<file path="src/rtl/multicycle_control.sv">
// Multicycle MIPS main controller (Moore FSM) with built-in ALU decoder.
// Latency: lw 5, sw/R-type/addi 4, beq/j 3 cycles, +1 per memory wait cycle.
// Backpressure: FETCH, MEMRD and MEMWR hold their state until MemReady is high.
module multicycle_control #(
  parameter int STATE_W = 4
) (
  input  logic               clk,
  input  logic               reset_n,
  input  logic [5:0]         Op,
  input  logic [5:0]         Funct,
  input  logic               Zero,
  input  logic               MemReady,
  output logic               MemReq,
  output logic               MemWrite,
  output logic               IorD,
  output logic               IRWrite,
  output logic               RegDst,
  output logic               MemtoReg,
  output logic               RegWrite,
  output logic               ALUSrcA,
  output logic [1:0]         ALUSrcB,
  output logic [2:0]         ALUControl,
  output logic [1:0]         PCSrc,
  output logic               PCEn,
  output logic               IllegalOp,
  output logic [STATE_W-1:0] State
);

  typedef enum logic [3:0] {
    S_FETCH    = 4'd0,
    S_DECODE   = 4'd1,
    S_MEMADR   = 4'd2,
    S_MEMRD    = 4'd3,
    S_MEMWB    = 4'd4,
    S_MEMWR    = 4'd5,
    S_EXECUTE  = 4'd6,
    S_ALUWB    = 4'd7,
    S_BRANCH   = 4'd8,
    S_ADDIEXEC = 4'd9,
    S_ADDIWB   = 4'd10,
    S_JUMP     = 4'd11
  } state_t;

  localparam logic [5:0] OP_LW   = 6'b100011;
  localparam logic [5:0] OP_SW   = 6'b101011;
  localparam logic [5:0] OP_RTYP = 6'b000000;
  localparam logic [5:0] OP_BEQ  = 6'b000100;
  localparam logic [5:0] OP_ADDI = 6'b001000;
  localparam logic [5:0] OP_J    = 6'b000010;

  state_t     state;
  state_t     state_nxt;
  logic       funct_ok;
  logic [2:0] funct_alu;

  assign State = STATE_W'(state);

  // State register; reset abandons any instruction in flight.
  always_ff @(posedge clk or negedge reset_n) begin
    if (!reset_n) state <= S_FETCH;
    else          state <= state_nxt;
  end

  // R-type function decode: ALU operation and whether the Funct is supported.
  always_comb begin
    funct_ok  = 1'b1;
    funct_alu = 3'd0;
    case (Funct)
      6'b100000: funct_alu = 3'd2;
      6'b100010: funct_alu = 3'd6;
      6'b100100: funct_alu = 3'd0;
      6'b100101: funct_alu = 3'd1;
      6'b101010: funct_alu = 3'd7;
      default:   funct_ok  = 1'b0;
    endcase
  end

  // Next-state and output decode; write enables are squashed while in reset.
  always_comb begin
    state_nxt  = S_FETCH;
    MemReq     = 1'b0;
    MemWrite   = 1'b0;
    IorD       = 1'b0;
    IRWrite    = 1'b0;
    RegDst     = 1'b0;
    MemtoReg   = 1'b0;
    RegWrite   = 1'b0;
    ALUSrcA    = 1'b0;
    ALUSrcB    = 2'b00;
    ALUControl = 3'd0;
    PCSrc      = 2'b00;
    PCEn       = 1'b0;
    IllegalOp  = 1'b0;
    case (state)
      S_FETCH: begin
        MemReq     = 1'b1;
        ALUSrcB    = 2'b01;
        ALUControl = 3'd2;
        IRWrite    = MemReady;
        PCEn       = MemReady;
        state_nxt  = MemReady ? S_DECODE : S_FETCH;
      end
      S_DECODE: begin
        // Branch target is precomputed here so BRANCH can load it from ALUOut.
        ALUSrcB    = 2'b11;
        ALUControl = 3'd2;
        case (Op)
          OP_LW, OP_SW: state_nxt = S_MEMADR;
          OP_RTYP:      state_nxt = S_EXECUTE;
          OP_BEQ:       state_nxt = S_BRANCH;
          OP_ADDI:      state_nxt = S_ADDIEXEC;
          OP_J:         state_nxt = S_JUMP;
          default: begin
            IllegalOp = 1'b1;
            state_nxt = S_FETCH;
          end
        endcase
      end
      S_MEMADR: begin
        ALUSrcA    = 1'b1;
        ALUSrcB    = 2'b10;
        ALUControl = 3'd2;
        state_nxt  = (Op == OP_LW) ? S_MEMRD : S_MEMWR;
      end
      S_MEMRD: begin
        MemReq    = 1'b1;
        IorD      = 1'b1;
        state_nxt = MemReady ? S_MEMWB : S_MEMRD;
      end
      S_MEMWB: begin
        MemtoReg = 1'b1;
        RegWrite = 1'b1;
      end
      S_MEMWR: begin
        MemReq    = 1'b1;
        MemWrite  = 1'b1;
        IorD      = 1'b1;
        state_nxt = MemReady ? S_FETCH : S_MEMWR;
      end
      S_EXECUTE: begin
        ALUSrcA    = 1'b1;
        ALUControl = funct_alu;
        IllegalOp  = ~funct_ok;
        state_nxt  = funct_ok ? S_ALUWB : S_FETCH;
      end
      S_ALUWB: begin
        RegDst   = 1'b1;
        RegWrite = 1'b1;
      end
      S_BRANCH: begin
        ALUSrcA    = 1'b1;
        ALUControl = 3'd6;
        PCSrc      = 2'b01;
        PCEn       = Zero;
      end
      S_ADDIEXEC: begin
        ALUSrcA    = 1'b1;
        ALUSrcB    = 2'b10;
        ALUControl = 3'd2;
        state_nxt  = S_ADDIWB;
      end
      S_ADDIWB: begin
        RegWrite = 1'b1;
      end
      S_JUMP: begin
        PCSrc = 2'b10;
        PCEn  = 1'b1;
      end
      default: state_nxt = S_FETCH;
    endcase
    if (!reset_n) begin
      MemReq    = 1'b0;
      MemWrite  = 1'b0;
      IRWrite   = 1'b0;
      PCEn      = 1'b0;
      RegWrite  = 1'b0;
      IllegalOp = 1'b0;
    end
  end

endmodule

</file>
<file path="config.mk">
export PLATFORM = sky130hd
export DESIGN_NAME = multicycle_control
export DESIGN_NICKNAME = d
export VERILOG_FILES = /design/src/rtl/multicycle_control.sv
export SDC_FILE = /design/constraint.sdc
export NUM_CORES = 1
export LEC_CHECK = 0
export CORE_UTILIZATION = 30
export DETAILED_ROUTE_END_ITERATION = 8
export PLACE_DENSITY = 0.7
export SYNTH_ARGS = -nofsm -noshare
export SYNTH_HDL_FRONTEND = slang
export SYNTH_SLANG_ARGS = --single-unit
</file>
<file path="constraint.sdc">
create_clock -name clk -period 1.8 [get_ports clk]
set_input_delay 0.36 -clock clk [delete_from_list [all_inputs] [get_ports clk]]
set_output_delay 0.36 -clock clk [all_outputs]
set_load 0.1 [all_outputs]
</file>
==> flow_metrics.env, run 1 <==
export IMPL_hpwl_um=2170
export IMPL_placedCellCount=181
export IMPL_grt_max_degree=16
export IMPL_flow_stopped_at="global routing (5_1_grt)"
export IMPL_htree_levels=1
export IMPL_netlist_area_um2=633
export IMPL_gp_congestion=0.819
export IMPL_initial_core_util_pct=31.9
export IMPL_outcome="stopped before the end"
export IMPL_error="[ERROR DPL-0038] Utilization greater than 100%, impossible to legalize"
export IMPL_worst_endpoint_kind="top-level output"
export IMPL_synth_top_area_share_pct=15.8
export IMPL_io_buffers=36
export IMPL_synth_ff_type="dfrtp_1"
export IMPL_clockRootBuffer="clkbuf_4"
export IMPL_async_reset_ff_share_pct=100
export IMPL_avgSynthCellArea_um2=6.88
export IMPL_synth_distinct_cells=34
export IMPL_synth_edf_count=0
export IMPL_ios=37
export IMPL_worstEndpointGrtRepair="ALUControl[2]"
export IMPL_cts_buffer_depth=2
export IMPL_ys_ff_latch=4
export IMPL_yosysSeqAreaShare_pct=15.8
export IMPL_die_w_um=47.9
export IMPL_row_count=16
export IMPL_syn_nets=108
export IMPL_holdBufCountCts=0
export IMPL_cts_made_buffers=3
export IMPL_ys_warn_count=0
export IMPL_synth_area_top_cells="dfrtp_1 (16%), nand2b_1 (8.9%), nor2_1 (7.1%)"
export IMPL_fp_dieH_um=47.9
export IMPL_clock_sinks=4
export IMPL_synth_cells=92
export IMPL_yosysTopAreaCell="dfrtp_1"
==> cell families after synthesis <==
family | count (synthesis) | share of synthesized area [%]
XOR/XNOR | 4 | 5.53
AND/OR/NAND/NOR | 54 | 47.0
multiplexers | 3 | 4.94
flip-flops | 4 | 15.8
AO/OA/AOI/OAI | 22 | 23.5
buffers and inverters | 5 | 3.16
==> synthesized netlist by cell type (2+ instances only) <==
cell      count
a21oi_1       4
clkbuf_1      3
nor2b_1       3
nand2b_1      9
or3_1         3
xnor2_1       3
a31oi_1       3
nor3_1        7
o41ai_1       3
nor3b_1       3
nand3b_1      2
nand2_1       7
o21ai_0       5
nor4_1        2
dfrtp_1       4
mux2i_1       2
nor2_1       12
==> timing repair <==
action | 4_1_cts
gates cloned | 1
setup endpoints to repair | 17
buffers inserted | 3
pin swaps | 7
resized for setup | 25
==> stage by stage <==
| stage | cell area [µm²] | setup WS [ns] |
|---|---|---|
| 3_3_place_gp | 1650 | -0.404 |
| 3_5_place_dp | 1650 | -0.493 |
| 2_1_floorplan | 831 | -0.973 |
| 4_1_cts | 1810 | -0.286 |
==> run 2, diff against run 1 <==
--- a/config.mk
+++ b/config.mk
@@ -5,9 +5,10 @@
 export SDC_FILE = /design/constraint.sdc
 export NUM_CORES = 1
 export LEC_CHECK = 0
-export CORE_UTILIZATION = 30
+export CORE_AREA = 2 2 63 65
 export DETAILED_ROUTE_END_ITERATION = 8
-export PLACE_DENSITY = 0.7
+export DIE_AREA = 0 0 65 67
+export PLACE_DENSITY_LB_ADDON = 0.15
 export SYNTH_ARGS = -nofsm -noshare
 export SYNTH_HDL_FRONTEND = slang
 export SYNTH_SLANG_ARGS = --single-unit
==> flow_metrics.env, run 2 <==
export IMPL_fin_cells=222
export IMPL_slew_headroom_pct=75.1
export IMPL_intPower_mw=0.606
export IMPL_synth_cells=92
export IMPL_multi_input_area_um2=850
export IMPL_p_switching_mw=0.507
export IMPL_maxSlewViolCount=0
export IMPL_antenna_found_initial=0
export IMPL_ys_top_cells_by_count="nor2_1 (12), nand2b_1 (9), nand2_1 (7), nor3_1 (7), o21ai_0 (5)"
export IMPL_skew_ns=0.00455
export IMPL_clock_latency_ns=0.21
export IMPL_clk_transition_reported_paths_ns=0.03
export IMPL_synth_edf_count=0
export IMPL_clock_sinks=4
export IMPL_crit_buf_inv=2
export IMPL_max_stage_delay_ns=0.46
export IMPL_synth_compound_area_share_pct=23.5
export IMPL_ios=37
export IMPL_endpoint_kind="output port"
export IMPL_vias=1015
export IMPL_io_buffers=36
export IMPL_vdd_ir_drop_worst_v=0.000249
export IMPL_syn_nets=108
export IMPL_finalPower_mw=1.11
export IMPL_clock_power_share_pct=16.6
export IMPL_rsz0062_at_grt="true"
export IMPL_grt_usage_pct=13.7
export IMPL_worst_r2r_endpoint="State[2]"
export IMPL_muxShareOfSynthArea_pct=4.94
export IMPL_htree_levels=1
export IMPL_cp_depth=6
export IMPL_fp_dieH_um=67
export IMPL_crit_slowest_cell="dfrtp_4"
export IMPL_cp_data_arrival_time_ns=1.66
export IMPL_dr_pass1_iters=4
export IMPL_placedCellCount=208
export IMPL_layout_area_seq_um2=115
export IMPL_yosysTopAreaCell="dfrtp_1"
export IMPL_syn_to_final_growth_pct=224
export IMPL_r2r_start="State[2]"
export IMPL_p_seq_share_pct=10.3
export IMPL_drive_gt1_share_pct=71.8
export IMPL_die_area_um2=4360
export IMPL_yosysSeqAreaShare_pct=15.8
export IMPL_synth_ff_type="dfrtp_1"
export IMPL_synth_area_top_cells="dfrtp_1 (16%), nand2b_1 (8.9%), nor2_1 (7.1%)"
export IMPL_nets=192
export IMPL_finalCritPeriodShare_pct=112
export IMPL_violations="negative setup slack"
export IMPL_cts_buffer_depth=2
export IMPL_power_per_cell_area_nw_per_um2=543
export IMPL_synth_distinct_cells=34
export IMPL_dp_slack_ns=-0.436
export IMPL_cp_start_kind="register"
export IMPL_antenna_left=0
export IMPL_p_sw_share_pct=45.6
export IMPL_cts_made_buffers=3
export IMPL_r2r_setup_slack_ns=0.21
export IMPL_cp_top_family="simple AND/OR/NAND/NOR gates"
export IMPL_cp_required_ns=1.44
export IMPL_initial_core_util_pct=17.6
export IMPL_hold_ws_ns=0.278
export IMPL_synth_top_area_share_pct=15.8
export IMPL_core_area_um2=3610
export IMPL_antenna_cells=0
export IMPL_cts_tree="done"
export IMPL_finalSetupViolCount=13
export IMPL_final_util_pct=56.8
export IMPL_avgRoutedWirePerCell_um=12.8
export IMPL_period_needed_ns=2.02
export IMPL_fin_ws_ns=-0.217
export IMPL_synth_xor_area_share_pct=5.53
export IMPL_netlist_area_um2=633
export IMPL_synth_simple_gate_area_share_pct=47.0
export IMPL_ys_ff_latch=4
export IMPL_grt_pass1_vias=1059
export IMPL_grt_ovfl_total=0
export IMPL_stdcell_area_um2=2050
export IMPL_path_class="reg2out"
export IMPL_yosysMostFrequentCell="nor2_1"
export IMPL_path_max_fanout=2
export IMPL_crit_path_cell_trace="nand2b_4 -> nor3b_4 -> nand2b_1 -> buf_4 -> o22ai_4 -> buf_12"
export IMPL_r2r_cells=4
export IMPL_drt_first_iter_violations=19
export IMPL_worst_slew_pin_slew_ns=0.369
export IMPL_hold_class="in2async"
export IMPL_max_cap_viol_count=0
export IMPL_post_drt_via_cell_ratio=4.57
export IMPL_avgSynthCellArea_um2=6.88
export IMPL_max_freq_mhz=496
export IMPL_row_count=22
export IMPL_place_area_um2=1710
export IMPL_holdBufCountCts=0
export IMPL_drc=0
export IMPL_hold_viol=0
export IMPL_synth_fa_ha_area_share_pct=0
export IMPL_die_w_um=65
export IMPL_synth_top_family_by_area="simple AND/OR/NAND/NOR gates"
export IMPL_clockRootBuffer="clkbuf_8"
export IMPL_p_comb_share_pct=73.1
export IMPL_outcome="finished, violations left"
export IMPL_wirelength_um=2850
export IMPL_ys_warn_count=0
export IMPL_largest_reg_flops=4
export IMPL_async_reset_ff_share_pct=100
export IMPL_layout_commonest_cell="buf_4"
export IMPL_p_leak_nw=0.816
export IMPL_fillers=308
export IMPL_gp_congestion=0.782
export IMPL_final_cell_mix="buf_4 (30), buf_12 (21), buf_6 (17), nand2b_1 (7), nor2_4 (6)"
export IMPL_grt_pass1_wl_um=4660
export IMPL_setup_tns_ns=-1.65
export IMPL_grt_max_degree=16
export IMPL_hpwl_um=2190
==> run 2: worst register-to-register path: cells and delay by family, from the launching register on <==
| kind | cells | cell delay (ns) |
|---|---|---|
| AO/OA/AOI/OAI | 2 | 0.51 |
| AND/OR/NAND/NOR | 1 | 0.28 |
| flip-flops | 1 | 0.49 |
| buffers and inverters | 1 | 0.17 |
==> run 2: how the worst max path moves through the flow <==
stage	start	endpoint	slack [ns]
final	State[3]	ALUControl[2]	-0.22
after global routing	State[3]	ALUControl[2]	-0.29
after CTS	State[3]	ALUControl[2]	-0.24
after detailed placement	Op[0]	IllegalOp	-0.44
after global placement	Op[0]	IllegalOp	-0.41
after floorplan	State[3]	ALUControl[1]	-0.97
==> run 2: what timing repair did <==
item / CTS / global route
buffers inserted: 10 / 1
endpoints found under the setup margin: 17 / 17
pin swaps: 9 / 10
gates resized for setup: 45 / 28
==> run 2: cell type report <==
class | instances | area share (%)
Timing Repair Buffer | 84 | 48.0
Multi-Input combinational cell | 83 | 41.5
Tap cell | 48 | 2.93
Sequential cell | 4 | 5.62
Clock buffer | 3 | 2.02
==> run 2: metal layers <==
layer  vias up  routed length, µm  global-route usage (%)
met3         2                112                    2.20
li1        508                  -                       -
met5         -                  0                       0
met2        27               1650                    28.9
met4         0                 16                    3.19
met1       478               1070                    13.6
==> run 2: power groups by stage <==
| stage | combinational (mW) | clock (mW) | sequential (mW) |
|---|---|---|---|
| global placement | 0.720 | 0 | 0.115 |
| global route | 0.853 | 0.199 | 0.116 |
| floorplan | 0.371 | 0 | 0.166 |
| detailed placement | 0.725 | 0 | 0.115 |
| finish | 0.814 | 0.185 | 0.114 |
| CTS | 0.788 | 0.189 | 0.114 |
==> run 2: cells by family (layout without fill, tap and decap cells) <==
group,Yosys count,in the layout
muxes,3,3
AOI/OAI and AO/OA,22,22
and+or+nand+nor,54,54
xor gates and xnor gates,4,4
DFF,4,4
buffers and inverters,5,87
Power figures use the tool's default switching activity.
